===== config.mk =====
export PLATFORM = sky130hd
export DESIGN_NAME = vpe_out_packer
export DESIGN_NICKNAME = d
export VERILOG_FILES = /design/src/rtl/vpe_out_packer.sv
export SDC_FILE = /design/constraint.sdc
export NUM_CORES = 1
export LEC_CHECK = 0
export ABC_CLOCK_PERIOD_IN_PS = 1800
export CORE_MARGIN = 2
export CORE_UTILIZATION = 47
export DETAILED_ROUTE_END_ITERATION = 10
export GPL_ROUTABILITY_DRIVEN = 0
export GPL_TIMING_DRIVEN = 0
export HOLD_SLACK_MARGIN = 0.12
export PLACE_DENSITY_LB_ADDON = 0.3
export SLEW_MARGIN = 20
export SYNTH_ARGS = -nofsm -noshare
export SYNTH_HDL_FRONTEND = slang
export SYNTH_SLANG_ARGS = --single-unit

===== constraint.sdc =====
create_clock -name clk -period 1.8 [get_ports clk]
set_input_delay 0.18 -clock clk [delete_from_list [all_inputs] [get_ports clk]]
set_output_delay 0.18 -clock clk [all_outputs]
set_load 0.005 [all_outputs]

===== src/rtl/vpe_out_packer.sv =====
// -----------------------------------------------------------------------------
// vpe_out_packer
//   Collects signed O_WIDTH elements from the dequant stage, one per cycle, and
//   packs LANES of them into one unified-buffer write word. It also generates
//   the word address, the per-lane byte strobes and the burst-last flag. When
//   the write port stalls, it backpressures the upstream stage.
//
//   Storage: one assembly register and one output register. A completed word
//   can wait in the assembly register (pend) while the output register is
//   still held by the write port.
//
// Ports
//   clk            clock; all state changes on the rising edge
//   rst            asynchronous, active-low reset
//   start          pulse that begins a burst and latches base_addr (ignored while busy)
//   base_addr      word address of the first output word of the burst
//   pack_in_valid  incoming element is valid
//   pack_in        incoming element
//   pack_in_last   the incoming element is the final element of the burst
//   pack_in_ready  the element is accepted when valid & ready
//   out_valid      the output word is valid
//   out_ready      the write port accepts the word when valid & ready
//   out_data       packed word; lane k is in bits [k*O_WIDTH +: O_WIDTH]
//   out_strb       per-lane write enable
//   out_addr       word address
//   out_last       the word holds the burst's last element
//   busy           a burst is in progress
// -----------------------------------------------------------------------------
module vpe_out_packer #(
    parameter int O_WIDTH    = 8,
    parameter int LANES      = 4,
    parameter int ADDR_WIDTH = 16
) (
    input  logic                       clk,
    input  logic                       rst,
    input  logic                       start,
    input  logic [ADDR_WIDTH-1:0]      base_addr,
    input  logic                       pack_in_valid,
    input  logic [O_WIDTH-1:0]         pack_in,
    input  logic                       pack_in_last,
    output logic                       pack_in_ready,
    output logic                       out_valid,
    input  logic                       out_ready,
    output logic [LANES*O_WIDTH-1:0]   out_data,
    output logic [LANES-1:0]           out_strb,
    output logic [ADDR_WIDTH-1:0]      out_addr,
    output logic                       out_last,
    output logic                       busy
);
    localparam int W  = LANES * O_WIDTH;
    localparam int LW = (LANES > 1) ? $clog2(LANES) : 1;

    logic                  busy_reg;
    logic [LW-1:0]         lane_reg;
    logic [W-1:0]          asm_data_reg;
    logic [LANES-1:0]      asm_strb_reg;
    logic                  asm_last_reg;
    logic                  pend_reg;
    logic                  last_seen_reg;
    logic [ADDR_WIDTH-1:0] next_addr_reg;
    logic                  out_valid_reg;
    logic [W-1:0]          out_data_reg;
    logic [LANES-1:0]      out_strb_reg;
    logic [ADDR_WIDTH-1:0] out_addr_reg;
    logic                  out_last_reg;

    logic                  accept;
    logic                  drain;
    logic                  out_free;
    logic                  complete;
    logic                  load;
    logic [W-1:0]          word_data;
    logic [LANES-1:0]      word_strb;
    logic                  word_last;
    logic [W-1:0]          ld_data;
    logic [LANES-1:0]      ld_strb;
    logic                  ld_last;

    assign pack_in_ready = busy_reg & ~pend_reg & ~last_seen_reg;
    assign accept        = pack_in_valid & pack_in_ready;
    assign drain         = out_valid_reg & out_ready;
    // The output register can take a new word if it is empty or emptying this edge.
    assign out_free      = ~out_valid_reg | drain;
    assign complete      = accept & ((lane_reg == LW'(LANES - 1)) | pack_in_last);

    // Assembly word with the incoming element merged into its lane.
    genvar gi;
    generate
        for (gi = 0; gi < LANES; gi++) begin : g_lane
            logic hit;
            assign hit = accept & (lane_reg == LW'(gi));
            assign word_data[gi*O_WIDTH +: O_WIDTH] =
                hit ? pack_in : asm_data_reg[gi*O_WIDTH +: O_WIDTH];
            assign word_strb[gi] = asm_strb_reg[gi] | hit;
        end
    endgenerate
    assign word_last = asm_last_reg | (accept & pack_in_last);

    // A pending word and a freshly completed word are mutually exclusive:
    // while pend is set no element can be accepted.
    assign load    = out_free & (complete | pend_reg);
    assign ld_data = pend_reg ? asm_data_reg : word_data;
    assign ld_strb = pend_reg ? asm_strb_reg : word_strb;
    assign ld_last = pend_reg ? asm_last_reg : word_last;

    always_ff @(posedge clk or negedge rst) begin
        if (!rst) begin
            busy_reg      <= 1'b0;
            lane_reg      <= '0;
            asm_data_reg  <= '0;
            asm_strb_reg  <= '0;
            asm_last_reg  <= 1'b0;
            pend_reg      <= 1'b0;
            last_seen_reg <= 1'b0;
            next_addr_reg <= '0;
            out_valid_reg <= 1'b0;
            out_data_reg  <= '0;
            out_strb_reg  <= '0;
            out_addr_reg  <= '0;
            out_last_reg  <= 1'b0;
        end else begin
            if (start && !busy_reg) begin
                busy_reg      <= 1'b1;
                next_addr_reg <= base_addr;
            end

            // Output register: load a word, or empty it after a handshake.
            if (load) begin
                out_valid_reg <= 1'b1;
                out_data_reg  <= ld_data;
                out_strb_reg  <= ld_strb;
                out_last_reg  <= ld_last;
                out_addr_reg  <= next_addr_reg;
                next_addr_reg <= next_addr_reg + ADDR_WIDTH'(1);
            end else if (drain) begin
                out_valid_reg <= 1'b0;
            end

            // Assembly register.
            if (complete && !out_free) begin
                asm_data_reg <= word_data;
                asm_strb_reg <= word_strb;
                asm_last_reg <= word_last;
                pend_reg     <= 1'b1;
            end else if (load) begin
                asm_data_reg <= '0;
                asm_strb_reg <= '0;
                asm_last_reg <= 1'b0;
                pend_reg     <= 1'b0;
            end else if (accept) begin
                asm_data_reg <= word_data;
                asm_strb_reg <= word_strb;
            end

            if (complete) begin
                lane_reg <= '0;
            end else if (accept) begin
                lane_reg <= lane_reg + LW'(1);
            end

            if (accept && pack_in_last) begin
                last_seen_reg <= 1'b1;
            end

            // The burst ends when the word holding the last element is written.
            if (drain && out_last_reg) begin
                busy_reg      <= 1'b0;
                lane_reg      <= '0;
                last_seen_reg <= 1'b0;
            end
        end
    end

    assign out_valid = out_valid_reg;
    assign out_data  = out_data_reg;
    assign out_strb  = out_strb_reg;
    assign out_addr  = out_addr_reg;
    assign out_last  = out_last_reg;
    assign busy      = busy_reg;

endmodule


# Yosys cells after proc, flatten, opt, wreduce, memory -nomap -nowiden
# Cells that the tools add are included.
# W data, S select, Z words.
# word_totals
register_bits,112
in_bits,30
elab_cells,81
out_inout_bits,56
# classes
n_eq_ne,3
n_bitwise,22
n_mux,27
reduce_logical,14
add_sub_neg,2
# op_table
op,count
$mux W32,4
$mux W16,2
$mux W8,4
$add A16 B1 Y16 const B,1
$mux W4,4
$and A1 B1 Y1,11
$mux W1,10
$reduce_bool A2 Y1,5
$or A1 B1 Y1,8
$mux W2,3
$reduce_bool A3 Y1,2
$eq A2 B2 Y1 const B,2
$logic_and A1 B1 Y1,4
$not A1 Y1,3
$add A2 B1 Y2 const B,1
$eq A2 B1 Y1 const B,1
$logic_not A1 Y1,2
$logic_not A2 Y1,1

# Logic depth before layout (Yosys ltp)
# Gate-level depths: netlist (run 1).
# depth
word_depth,9
ltp_mapped,8
depth_no_buf,6

# Worst setup path after synthesis (run 1)
# Ideal clock, no wire load.
# synth_path
kind,reg2reg
from,register lane_reg[0]
to,register next_addr_reg[2]
setup_ps,135
stages_incl_launch_ff,8
period_less_slack_ps,1717
t_arrival_ps,1582
n_path_buf,1
required_ps,1665
path_slack_ps,83
path_cell_list,dfrtp_1 ha_1 nor2_1 o21ba_2 nor2_1 buf_2 a211oi_1 nor3_1
# synth_via
elab_chain_cells,6
word_cells_on_any_way,7
classes_between,eq/ne: 1; mux: 1; bitwise: 4; reduce/logical: 1
# synth_rtl
element,line_no,source
start: declaration,54,logic [LW-1:0] lane_reg;
start signal: assignment,158,lane_reg <= lane_reg + LW'(1);
$eq A2 B2 Y1 *,84,assign complete = accept & ((lane_reg == LW'(LANES - 1)) | pack_in_last);
$or A1 B1 Y1 *,84,
$and A1 B1 Y1 *,84,
$or A1 B1 Y1 *,101,assign load = out_free & (complete | pend_reg);
$and A1 B1 Y1 *,101,
$mux W16 or $reduce_bool A2 Y1 (tied branches),-,
end signal: assignment,124,next_addr_reg <= base_addr;
end signal: assignment,134,next_addr_reg <= next_addr_reg + ADDR_WIDTH'(1);
end: declaration,60,logic [ADDR_WIDTH-1:0] next_addr_reg;
# Mark *: on every way between the ends. The rest lies on a longest branch, timed or not.
# A chain may end at the register's enable or synchronous reset.

# Final worst setup path (run 1)
# layout_path
from,register lane_reg[1]
to,register next_addr_reg[2]
# The elaborated chain is that of the path after synthesis.

==> run_results.csv, run 1 <==
group,metric,value,unit
timing,max-slew-margin-rel,65.06,%
floorplanning,initial_core_util,47.82,%
detailed_routing,wire_per_inst,15.87,µm
synth,synth_cell_type_count,39,
detailed_routing,vias,3615,
synth,synthArstFlopShare,100.0,%
run_status,outcome,"completed",
timing,final_max_slew_viol_count,0,
floorplanning,dieWidth,103.0,µm
setup_path,r2r_cells,7,
timing,skew,0.01790,ns
setup_path,timing.rr.end,"next_addr_reg[2]",
global_route,overflow,0,
detailed_routing,ant_nets,0,
synth,synth_top_cell_by_area,"dfrtp_1",
cells_and_area,area_growth,30.94,%
synth,ys_seq_elements,112,
timing,rsz0062_at_grt,"yes",
cells_and_area,drive_gt1_share,12.02,%
setup_path,cp-start-kind,"flip-flop",
setup_path,reg2reg_setup_slack,0.08,ns
global_route,grt_pass1_wl,17.62,mm
timing,worst_slack,0.08134,ns
synth,synth.cell_area,4609,µm²
setup_path,worst_setup_path_end_kind,"flip-flop",
place,dpl_cell_area,5655,µm²
floorplanning,dieArea,10620,µm²
global_route,grtUsageTotal,21.79,%
detailed_routing,drtIter0Drc,221,
timing,whs,0.3102,ns
setup_path,arrival,1.98,ns
cells_and_area,fin_util,62.62,%
place,dpl_worst_slack,-0.3632,ns
synth,ys_top_cells_by_count,"dfrtp_1, nand2_1, nor2_1",
detailed_routing,first_pass_iters,4,
place,dpl.hpwl,7.594,mm
global_route,antenna_found_initial,0,
synth,avgSynthCellArea,10.48,µm²
detailed_routing,drt-total-wl,10.82,mm
floorplanning,core_area,9639,µm²
floorplanning,die_h,103.0,µm
setup_path,crit_type,"reg -> reg",
floorplanning,rows,36,
timing,fmax,581.9,MHz
timing,worst_pin_slew,0.5242,ns
min_path,hold_class,"in -> async",
cells_and_area,final_area,6036,µm²
global_route,grt_max_degree,58,
setup_path,r2r-start,"lane_reg[1]",
clock_tree,cts_tree,"yes",
timing,hold_viol_final,0,
synth,synth-main-ff-cell,"dfrtp_1",
synth,synth.area.top_cells,"dfrtp_1, nand2_1, mux2i_1",
clock_tree,clock_path_buffers,2,
synth,yosysSeqAreaShare,60.80,%
timing,setup_viol,0,
cells_and_area,fin_nets,579,
flow_run,cap_violations,0,
clock_tree,cts.clk_slew.worst_paths,0.12,ns
clock_tree,insertion_delay,0.39,ns
synth,synth_fp_nets,475,
detailed_routing,drcViolationCount,0,
detailed_routing,viasPerCell,5.301,
synth,yosys_warnings,0,
place,io_buffers,85,
synth,yosysMostFrequentCell,"dfrtp_1",
synth,synth-edff-count,0,
timing,post-route-period-util,95.48,%
pwr,p_leak,2.972,nW
clock_tree,clock-root-buffer,"clkbuf_8",
clock_tree,cts_made_buffers,9,
synth,synthCells,440,
setup_path,cp_max_fo,10,
synth,synth_top_area_share,60.80,%
pwr,vdd_drop_max,0.5679,mV
clock_tree,htree_levels,3,
global_route,grt_pass1_vias,3506,
clock_tree,cts_sinks,112,
setup_path,worstPathRequired,2.06,ns
cells_and_area,diodes,0,
floorplanning,io_pins,86,
timing,min_period,1.719,ns
pwr,powerDensity,1473,nW/µm²
## layout by cell type (no fill, tap or decap), drive strengths merged, types with 6 or more instances in the layout
cell,Yosys,final
nor2,61,61
a211oi,12,12
nand2,94,94
buf,14,21
clkdlybuf4s50,0,83
dfrtp,112,112
a21oi,12,12
nor3,6,6
nand3,6,6
mux2i,32,32
o21ai,41,41
clkbuf,7,18
## report_power, final
group          leakage [nW]  switching, W  internal [W]
logic                  1.42       0.00143       0.00167
registers              1.44      0.000653       0.00355
clock network         0.107      0.000913      0.000681
## through the flow
stage | cells | total power [W] | TNS (ns)
2_1_floorplan | 440 | 0.005573 | 0
3_3_place_gp | 658 | 0.007088 | -422.17
3_5_place_dp | 659 | 0.007229 | -26.46
4_1_cts | 679 | 0.008868 | 0
5_1_grt | 682 | 0.009521 | -0.004735
6_report | 682 | 0.008890 | 0
## area by class of cell
cell class	instances	area [µm²]
clock inverters	6	86.33
clock buffers	10	127.6
fillers	823	3603
inverters	3	11.26
well taps	133	166.4
flip-flops and latches	112	2804
multi-input cells	304	1774
plain buffers	21	128.9
repair buffers	93	937.1
## cell families after synthesis
group           count (synthesis)  synth area share (%)
mux                            32                 6.949
compound gates                 81                 10.67
fa+ha+maj                       5                 1.357
flops                         112                 60.80
buf+inv                        24                 2.362
simple gates                  186                 17.86
## how the worst max path moves through the flow
stage | depth (start not counted) | startpoint | slack, ns | endpoint
6_report | 7 | lane_reg[1] | 0.08 | next_addr_reg[2]
5_1_grt | 6 | busy | -0.005 | next_addr_reg[9]
4_1_cts | 2 | last_seen_reg | 0.002 | pack_in_ready
3_5_place_dp | 7 | pack_in_last | -0.36 | next_addr_reg[1]
3_3_place_gp | 1 | rst | -3.57 | next_addr_reg[9]
2_1_floorplan | 7 | lane_reg[0] | 0.08 | next_addr_reg[2]
## critical path, stage by stage, from the launching register on
cell and delay (ns):
dfrtp_1 0.43, ha_4 0.19, nor2_4 0.15, o21ba_4 0.24
nor2_2 0.07, buf_4 0.19, a211oi_1 0.24, nor3_1 0.07
## repair_timing
item / 4_1_cts / 5_1_grt
endpoints found under the hold margin: 56 / 0
hold buffers: 1 / 0
buffers inserted: 3 / 3
endpoints found under the setup margin: 106 / 99
resized for setup: 19 / 17
pin swaps: 2 / 4
## routing by layer
layer  routed length (µm)  track usage (%)
met5                    0                0
met3                  492            4.203
met1                 5036            30.88
met2                 5176            34.67
met4                  118            6.073
Note: power is estimated with default switching activity, not from simulation.
==> run 2, diff against run 1 <==
==> constraint.sdc (replaced) <==
create_clock -name clk -period 1.8 [get_ports clk]
set_input_delay 0.36 -clock clk [delete_from_list [all_inputs] [get_ports clk]]
set_output_delay 0.36 -clock clk [all_outputs]
set_load 0.005 [all_outputs]
==> run 2 against run 1 <==
Clock power about the same. Maximum frequency decreased by 1.3%. Sequential power about the same. Clock skew about the same. Critical path depth unchanged. Non-clock buffer count decreased by 3. First-iteration DRC count decreased by 7.7%.
==> run_results.csv, run 2 (synthesis gave the netlist of run 1 again) <==
group,metric,value,unit
run_status,outcome,"completed",
setup_path,crit_path_max_incr_delay,0.43,ns
setup_path,crit_family,"compound AO/OA/AOI/OAI gates",
detailed_routing,vias,3584,
detailed_routing,viasPerCell,5.278,
floorplanning,rows,36,
detailed_routing,drt-total-wl,10.67,mm
timing,final_max_slew_viol_count,0,
floorplanning,initial_core_util,47.82,%
pwr,powerDensity,1476,nW/µm²
cells_and_area,fin_util,62.31,%
timing,hold_viol_final,0,
global_route,grt_max_degree,58,
detailed_routing,ant_nets,0,
detailed_routing,drtIter0Drc,204,
cells_and_area,diodes,0,
detailed_routing,first_pass_iters,4,
clock_tree,clock-root-buffer,"clkbuf_8",
place,dpl_cell_area,5655,µm²
place,io_buffers,85,
cells_and_area,fin_nets,576,
clock_tree,cts_sinks,112,
timing,worst_pin_slew,0.5298,ns
timing,fmax,574.3,MHz
place,placed_cells,659,
global_route,grt_pass1_wl,17.57,mm
setup_path,cpMaxStageDelayCell,"dfrtp_1",
floorplanning,io_pins,86,
global_route,antenna_found_initial,0,
floorplanning,dieWidth,103.0,µm
clock_tree,clock_path_buffers,2,
clock_tree,insertion_delay,0.39,ns
cells_and_area,stdcell_count,679,
setup_path,worstPathRequired,2.06,ns
setup_path,crit_type,"reg -> reg",
timing,skew,0.01825,ns
detailed_routing,drcViolationCount,0,
timing,min_period,1.741,ns
setup_path,cp-start-kind,"flip-flop",
cells_and_area,final_area,6006,µm²
flow_run,cap_violations,0,
timing,setup_viol,0,
setup_path,cp_max_fo,10,
cells_and_area,layout_common_cells,"dfrtp_1, nand2_1, clkdlybuf4s50_1, nor2_1, o21ai_0",
clock_tree,cts_made_buffers,9,
clock_tree,cts_tree,"yes",
cells_and_area,drive_gt1_share,11.72,%
pwr,vdd_drop_max,0.5601,mV
floorplanning,core_area,9639,µm²
timing,rsz0062_at_grt,"yes",
global_route,grt_pass1_vias,3505,
global_route,grtUsageTotal,21.71,%
global_route,overflow,0,
timing,post-route-period-util,96.74,%
cells_and_area,final_common_cell,"dfrtp_1",
clock_tree,htree_levels,3,
setup_path,path_buf_inv,1,
floorplanning,dieArea,10620,µm²
min_path,hold_class,"reg -> reg",
floorplanning,die_h,103.0,µm
setup_path,crit_chain,"ha_4 -> nor2_4 -> o21ba_4 -> nor2_2 -> buf_4 -> a211oi_1 -> nor3_1",
cells_and_area,area_growth,30.29,%
setup_path,arrival,2.00,ns
place,dpl.hpwl,7.594,mm
pwr,p_leak,2.941,nW
setup_path,worst_setup_path_end_kind,"flip-flop",
detailed_routing,wire_per_inst,15.71,µm
timing,max-slew-margin-rel,64.68,%
clock_tree,cts.clk_slew.worst_paths,0.12,ns
-- run 2: tightest hold or removal path: cells and delay by family (launching register included) --
kind	cells	cell delay [ns]
AND/OR/NAND/NOR	1	0.04
flip-flops	1	0.36
AO/OA/AOI/OAI	1	0.06
-- run 2: report_power, final --
part / switching, W / total, W / internal (W)
registers: 0.000650 / 0.00420 / 0.00355
logic: 0.00142 / 0.00308 / 0.00166
clock network: 0.000900 / 0.00158 / 0.000681
total: 0.00297 / 0.00886 / 0.00589
-- run 2: cell type report --
cell class	instances	area, µm²
Multi-Input combinational cell	304	1763
Fill cell	829	3633
Clock buffer	10	127.6
Timing Repair Buffer	91	920.9
Tap cell	133	166.4
Buffer	20	126.4
Inverter	3	11.26
Clock inverter	6	86.33
Sequential cell	112	2804
-- run 2: metrics by stage --
step | setup TNS, ns | hold WS, ns | power [W] | setup WS [ns]
after floorplan | 0 | 0.06441 | 0.005573 | 0.08280
final | 0 | 0.4855 | 0.008862 | 0.05866
after detailed placement | -45.54 | 0.3603 | 0.007229 | -0.5432
after global placement | -461.41 | 0.4555 | 0.007088 | -3.754
after CTS | 0 | 0.4920 | 0.008860 | 0.01557
after global routing | -0.004459 | 0.5208 | 0.009505 | -0.004459
-- run 2: worst paths after layout --
kind | from | to | slack, ns | depth (start not counted)
worst max-delay path | lane_reg[1] | next_addr_reg[2] | 0.06 | 7
worst min-delay path | out_data[20] | out_data[20] | 0.49 | 2
worst max register to register | lane_reg[1] | next_addr_reg[2] | 0.06 | 7
worst min register to register | out_data[20] | out_data[20] | 0.49 | 2
max in group asynchronous | rst | next_addr_reg[7] | 0.65 | 3
min in group asynchronous | rst | out_data[2] | 0.50 | 2
-- run 2: routing by layer --
metal | track usage [%] | up-vias | wire [µm]
met2 | 34.67 | 91 | 5156
li1 | - | 1695 | -
met4 | 6.073 | 0 | 72
met5 | 0 | - | 0
met1 | 30.61 | 1792 | 4933
met3 | 4.203 | 6 | 505
-- run 2: repair_timing --
| action | 4_1_cts | 5_1_grt |
|---|---|---|
| hold buffers | 1 | 0 |
| buffers inserted | 3 | 1 |
| setup endpoints to repair | 107 | 95 |
| endpoints found under the hold margin | 56 | 0 |
| resized for setup | 20 | 16 |
| pin swaps | 2 | 2 |
